## config.mk

```make
export PLATFORM = sky130hd
export DESIGN_NAME = reg_write_arbiter
export DESIGN_NICKNAME = d
export VERILOG_FILES = /design/src/rtl/reg_write_arbiter_pkg.sv /design/src/rtl/reg_write_arbiter_register.sv /design/src/rtl/reg_write_arbiter.sv
export SDC_FILE = /design/constraint.sdc
export NUM_CORES = 1
export LEC_CHECK = 0
export ABC_AREA = 0
export CAP_MARGIN = 20
export CORE_ASPECT_RATIO = 0.8
export CORE_UTILIZATION = 26
export CTS_CLUSTER_SIZE = 14
export DETAILED_ROUTE_END_ITERATION = 12
export DONT_BUFFER_PORTS = 1
export SLEW_MARGIN = 20
export SYNTH_ARGS = -nofsm -noshare
export SYNTH_HDL_FRONTEND = slang
export SYNTH_SLANG_ARGS = --single-unit
```

## constraint.sdc

```tcl
create_clock -name CLK -period 1.7 [get_ports CLK]
set_clock_uncertainty 0.2 [all_clocks]
set_input_delay 0.51 -clock CLK [delete_from_list [all_inputs] [get_ports CLK]]
set_output_delay 0.51 -clock CLK [all_outputs]
set_load 0.1 [all_outputs]
```

## src/rtl/reg_write_arbiter_pkg.sv

```systemverilog
// Shared types and constants for the round-robin register write arbiter.
package reg_write_arbiter_pkg;
    localparam int WIDTH = 4;
    localparam int N_REQ = 4;
    localparam int CNT_W = 8;

    typedef enum logic [1:0] {
        IDLE = 2'd0,
        LOAD = 2'd1,
        ACK  = 2'd2
    } state_t;
endpackage

```

## src/rtl/reg_write_arbiter_register.sv

```systemverilog
// Generic clock-enabled register with synchronous active-high clear.
module register #(
    parameter int WIDTH = 4
) (
    input  logic             clk,
    input  logic             rst,
    input  logic             en,
    input  logic [WIDTH-1:0] d,
    output logic [WIDTH-1:0] q
);

    always_ff @(posedge clk) begin
        if (rst) begin
            q <= '0;
        end else if (en) begin
            q <= d;
        end
    end

endmodule

```

## src/rtl/reg_write_arbiter.sv

```systemverilog
// Round-robin arbiter granting one of four requesters a write into a shared 4-bit register.
//   state | meaning
//   IDLE  | arbitrate; latch winner into owner when any req is high
//   LOAD  | register enable high, captures data of owner
//   ACK   | ack[owner] pulsed, ptr advances past owner, wr_cnt increments
module reg_write_arbiter #(
    parameter int WIDTH = 4,
    parameter int N_REQ = 4
) (
    input  logic                                   CLK,
    input  logic                                   RST,
    input  logic [N_REQ-1:0]                       req,
    input  logic [N_REQ*WIDTH-1:0]                 data,
    output logic [N_REQ-1:0]                       ack,
    output logic [WIDTH-1:0]                       Dout,
    output logic                                   busy,
    output logic [1:0]                             owner,
    output logic [reg_write_arbiter_pkg::CNT_W-1:0] wr_cnt
);
    import reg_write_arbiter_pkg::*;

    state_t           state;
    state_t           state_nxt;
    logic [1:0]       ptr;
    logic [1:0]       winner;
    logic             reg_en;
    logic [WIDTH-1:0] reg_d;

    // First set request at or above p, wrapping; scanning downward lets the nearest one win.
    function automatic logic [1:0] rr_pick(input logic [N_REQ-1:0] r, input logic [1:0] p);
        logic [1:0] idx;
        logic [1:0] pick;
        pick = p;
        for (int k = N_REQ - 1; k >= 0; k--) begin
            idx = p + 2'(k);
            if (r[idx]) begin
                pick = idx;
            end
        end
        return pick;
    endfunction

    assign winner = rr_pick(req, ptr);

    always_ff @(posedge CLK) begin
        if (RST) begin
            state <= IDLE;
        end else begin
            state <= state_nxt;
        end
    end

    always_comb begin
        state_nxt = state;
        case (state)
            IDLE:    if (|req) state_nxt = LOAD;
            LOAD:    state_nxt = ACK;
            ACK:     state_nxt = IDLE;
            default: state_nxt = IDLE;
        endcase
    end

    always_comb begin
        reg_en = 1'b0;
        reg_d  = data[{owner, 2'b00} +: WIDTH];
        ack    = '0;
        busy   = (state != IDLE);
        case (state)
            LOAD:    reg_en = 1'b1;
            ACK:     ack[owner] = 1'b1;
            default: ;
        endcase
    end

    always_ff @(posedge CLK) begin
        if (RST) begin
            ptr    <= '0;
            owner  <= '0;
            wr_cnt <= '0;
        end else begin
            if (state == IDLE && |req) begin
                owner <= winner;
            end
            if (state == ACK) begin
                ptr    <= owner + 2'd1;
                wr_cnt <= wr_cnt + CNT_W'(1);
            end
        end
    end

    register #(.WIDTH(WIDTH)) u_shared_reg (
        .clk (CLK),
        .rst (RST),
        .en  (reg_en),
        .d   (reg_d),
        .q   (Dout)
    );

endmodule

```

# After elaboration in Yosys (flattened, before gate mapping)
# Cells that the tools add are included.
# classes
n_addsub	5
n_lt_le_gt_ge	6
eq_ne	3
shifts	1
n_mux	18
n_reduce_logical	5
# ops
operator	n
$shiftx A16 B5 Y4	1
$lt A2 B3 Y1 const B	5
$mux W2	5
$add A8 B1 Y8 const B	1
$bmux W1 S2	4
$mux W1	6
$add A2 B1 Y2 const B	2
$add A2 B2 Y2 const B	2
$mux W4	1
$pmux W2 S2	1
$reduce_or A4 Y1	1
$demux W1 S2	1
$eq A2 B1 Y1 const B	1
$eq A2 B2 Y1 const B	1
$ge A2 B1 Y1 const B	1
$logic_and A1 B1 Y1	2
$logic_not A2 Y1	1
$ne A2 B2 Y1 const B	1
$reduce_bool A2 Y1	1
# word_totals
ff_bits	18
inputBits	22
out_inout_bits	19
elab_cells	43

# Depth between registers and ports, before layout
# logic_depth
word_depth	7
ltp_mapped	5
ltp_nobuf	5

# Modules after synthesis
# From an unflattened synthesis, not the netlist that was laid out.
# unflattened
hier_cells	105
hier_area_um2	1007.2
# modules_own_cells
mod	instances	cells_per_inst	area_each_um2	seq_area_each_um2
reg_write_arbiter	1	92	867.1	280.3
register	1	13	140.1	80.1

# Least setup slack after synthesis
# Ideal clock, no wire load.
# synth_path
kind	reg2out
from	reg owner[1]
to	out ack[2]
t_arrival_ns	2.096
t_required_ns	0.990
slack_ns	-1.106
path_stages_with_launch	3
n_path_buf	0
cell_sequence	dfxtp_1 -> ha_1 -> and2_1
# synth_via
elab_chain_len	5
word_cells_on_any_way	6
classes_between	order compare: 2; mux: 3; reduce/logical: 1
# synth_lines
element	line	source
start, declared	reg_write_arbiter.sv:17	output logic [1:0] owner,
start signal, assigned	reg_write_arbiter.sv:82	owner <= winner;
$lt A2 B3 Y1 (implied by the code) / $ge A2 B1 Y1 (equally long branches)	reg_write_arbiter.sv:70	ACK: ack[owner] = 1'b1;
$logic_and A1 B1 Y1 (implied by the code)	reg_write_arbiter.sv:70	
$mux W1 (implied by the code)	reg_write_arbiter.sv:70	
$demux W1 S2 *	reg_write_arbiter.sv:70	
$mux W4 *	reg_write_arbiter.sv:68	case (state)
end, declared	reg_write_arbiter.sv:14	output logic [N_REQ-1:0] ack,
# Mark *: on every way between the ends. The rest lies on a longest branch, timed or not.

# Worst setup path after layout
# layout_path
from	reg owner[1]
to	out ack[0]
# The elaborated chain is that of the path after synthesis.

==> flow_metrics.env <==
export IMPL_io_pins=41
export IMPL_slew_limit_headroom_pct=65.8
export IMPL_switching_share_pct=34.2
export IMPL_cp_slowest_cell="dfxtp_4"
export IMPL_pwr_density_cell_nw_per_um2=794
export IMPL_via_per_inst=4.88
export IMPL_netlist_area_leader_share_pct=37.5
export IMPL_cp_top_family="flip-flops"
export IMPL_cts_root_buf="clkbuf_8"
export IMPL_grt_usage_pct=12.2
export IMPL_die_area_um2=3950
export IMPL_end_kind="output pin"
export IMPL_status="finished with violations"
export IMPL_drt_pass1_iterations=4
export IMPL_finalNetCount=146
export IMPL_arrival_ns=1.16
export IMPL_ant_nets=0
export IMPL_power_internal_w=0.000742
export IMPL_fin_crit_ns=1.87
export IMPL_port_buffers=0
export IMPL_power_switching_w=0.000386
export IMPL_die_w_um=70.0
export IMPL_cts_hold_buf=0
export IMPL_vias=781
export IMPL_post_place_ws_ns=0.0416
export IMPL_drt_iter0_markers=15
export IMPL_power_leakage_nw=0.560
export IMPL_cts_tree="done"
export IMPL_start_util_pct=27.5
export IMPL_maxSlewViolCount=0
export IMPL_routedWlPerCell_um=14.5
export IMPL_clkPwrFrac_pct=26.4
export IMPL_fillers=333
export IMPL_netlist_cell_type_count=24
export IMPL_htree_levels=1
export IMPL_critPathRequiredTime_ns=0.99
export IMPL_irDropWorstVdd_mv=0.326
export IMPL_routed_wl_um=2320
export IMPL_yosysTopAreaCell="dfxtp_1"
export IMPL_tightest_slew_ns=0.508
export IMPL_hpwl_um=1760
export IMPL_clk_pin_slew_ns=0.06
export IMPL_grt_pass1_wl_um=3740
export IMPL_yosys_top_cells_count="nor2_1, dfxtp_1, mux2i_1"
export IMPL_seq_area_um2=379
export IMPL_die_h_um=56.4
export IMPL_numPlacedInstances=153
export IMPL_synth_ff_type="dfxtp_1"
export IMPL_fin_crit_sh_pct=110
export IMPL_final_layout_size_suffix_gt1_share_pct=44.9
export IMPL_setup_tns_ns=-0.712
export IMPL_grt_max_degree=21
export IMPL_overflow=0
export IMPL_hold_class="primary input to register"
export IMPL_antenna_found_initial=0
export IMPL_area_growth_pct=47.6
export IMPL_syn_avg_cell_area_um2=9.82
export IMPL_crit_type="register to output pin"
export IMPL_yosysSeqAreaShare_pct=37.5
export IMPL_maxCapViolations=0
export IMPL_clk_latency_ns=0.25
export IMPL_yosys_warnings=0
export IMPL_cts_buffer_depth=2
export IMPL_grt_pass1_vias=830
export IMPL_violations="setup timing"
export IMPL_netlist_area_um2=962
export IMPL_diodes=0
export IMPL_yosys_cell_count_top_type="nor2_1"
export IMPL_power_frac_comb_pct=32.0
export IMPL_path_cells="inv_4 > ha_4 > and2_4"
export IMPL_core_um2=3490
export IMPL_synth_area_leaders="dfxtp_1, mux4_2, nor2_1"
export IMPL_slowest_delay_ns=0.37
export IMPL_drc_errors=0
export IMPL_cts_buffers=3
export IMPL_syn_inst=98
export IMPL_multiInputGateArea_um2=614
export IMPL_crit_buf_inv=1
export IMPL_grt_setup_unrepaired="yes"
export IMPL_final_cells=160
export IMPL_finalSetupViolCount=5
export IMPL_num_rows=19
export IMPL_synth_edf_count=0
export IMPL_hold_violations=0
export IMPL_cp_start_kind="register"
export IMPL_synth_nets=125
export IMPL_setup_ws_ns=-0.169
export IMPL_p_seq_share_pct=41.6
export IMPL_synth_seq_cells=18
export IMPL_critPathMaxFanout=4
export IMPL_synthArstFlopShare_pct=0
export IMPL_max_freq_mhz=535
export IMPL_clkSinkCount=18
export IMPL_gp_congestion=0.696
## layout by cell type, fill, tap and decap left out, types with 4 or more instances in the layout
| cell type | instances |
|---|---|
| buf_12 | 10 |
| nand4_1 | 4 |
| xor2_1 | 6 |
| mux4_2 | 4 |
| dfxtp_1 | 7 |
| dfxtp_2 | 9 |
| buf_4 | 7 |
| nor2_1 | 19 |
| mux2i_1 | 7 |
| and2_4 | 4 |
## logic make-up (layout without fill, tap and decap cells)
family | after synthesis | after routing | share of synthesized area, %
XOR/XNOR | 7 | 7 | 6.37
AND/OR/NAND/NOR | 38 | 38 | 19.5
multiplexers | 11 | 11 | 16.6
AO/OA/AOI/OAI | 10 | 10 | 8.58
flip-flops | 18 | 18 | 37.5
adder cells (fa/ha/maj) | 5 | 5 | 6.50
buffers and inverters | 9 | 29 | 4.94
## cell type report
| type | instances | share of cell area (%) |
|---|---|---|
| multi-input combinational | 71 | 43.3 |
| sequential | 18 | 26.7 |
| timing repair buffer | 21 | 21.5 |
| tap | 42 | 3.70 |
| clock buffer | 3 | 2.91 |
| inverter | 4 | 1.67 |
| clock inverter | 1 | 0.264 |
## state kept, by name, summed over array words and instances, names as in the netlist
signal / cells
u_shared_reg.q: 4
wr_cnt: 8
ptr: 2
owner: 2
state: 2
## layer usage
metal	up-vias	global-route usage, %	part of all wire, %
li1	378	-	-
met1	363	12.7	42
met2	36	22.9	49
met3	4	3.41	7.6
met4	0	5.14	1.5
met5	-	0	0
## what timing repair did
action / 4_1_cts / 5_1_grt
buffers inserted: 1 / 2
endpoints found under the setup margin: 5 / 11
resized for setup: 12 / 4
pin swaps: 4 / 1
## through the flow
step / power [W] / instance area, um^2 / hold WS (ns) / util, %
global placement: 0.000795 / 1280 / 0.285 / 36.6
floorplan: 0.000722 / 1000 / 0.291 / -
detailed placement: 0.000804 / 1280 / 0.315 / 36.6
global route: 0.00118 / 1420 / 0.101 / 40.6
finish: 0.00113 / 1420 / 0.118 / 40.6
CTS: 0.00113 / 1390 / 0.112 / 39.8
## power by group through the flow
stage	clock, W	sequential, W	combinational [W]
after detailed placement	0	0.000472	0.000332
after global placement	0	0.000471	0.000324
after CTS	0.000309	0.000469	0.000350
after global routing	0.000333	0.000472	0.000379
after floorplan	0	0.000570	0.000152
final	0.000298	0.000469	0.000361
## final timing paths
check / startpoint / to / slack (ns) / cells after the start
hold / removal: RST / state[0] / 0.12 / 1
setup / recovery: owner[1] / ack[0] / -0.17 / 3
hold reg to reg: wr_cnt[5] / wr_cnt[5] / 0.33 / 2
setup reg to reg: owner[0] / u_shared_reg.q[1] / 0.07 / 5
Note: power is estimated with default switching activity, not from simulation.
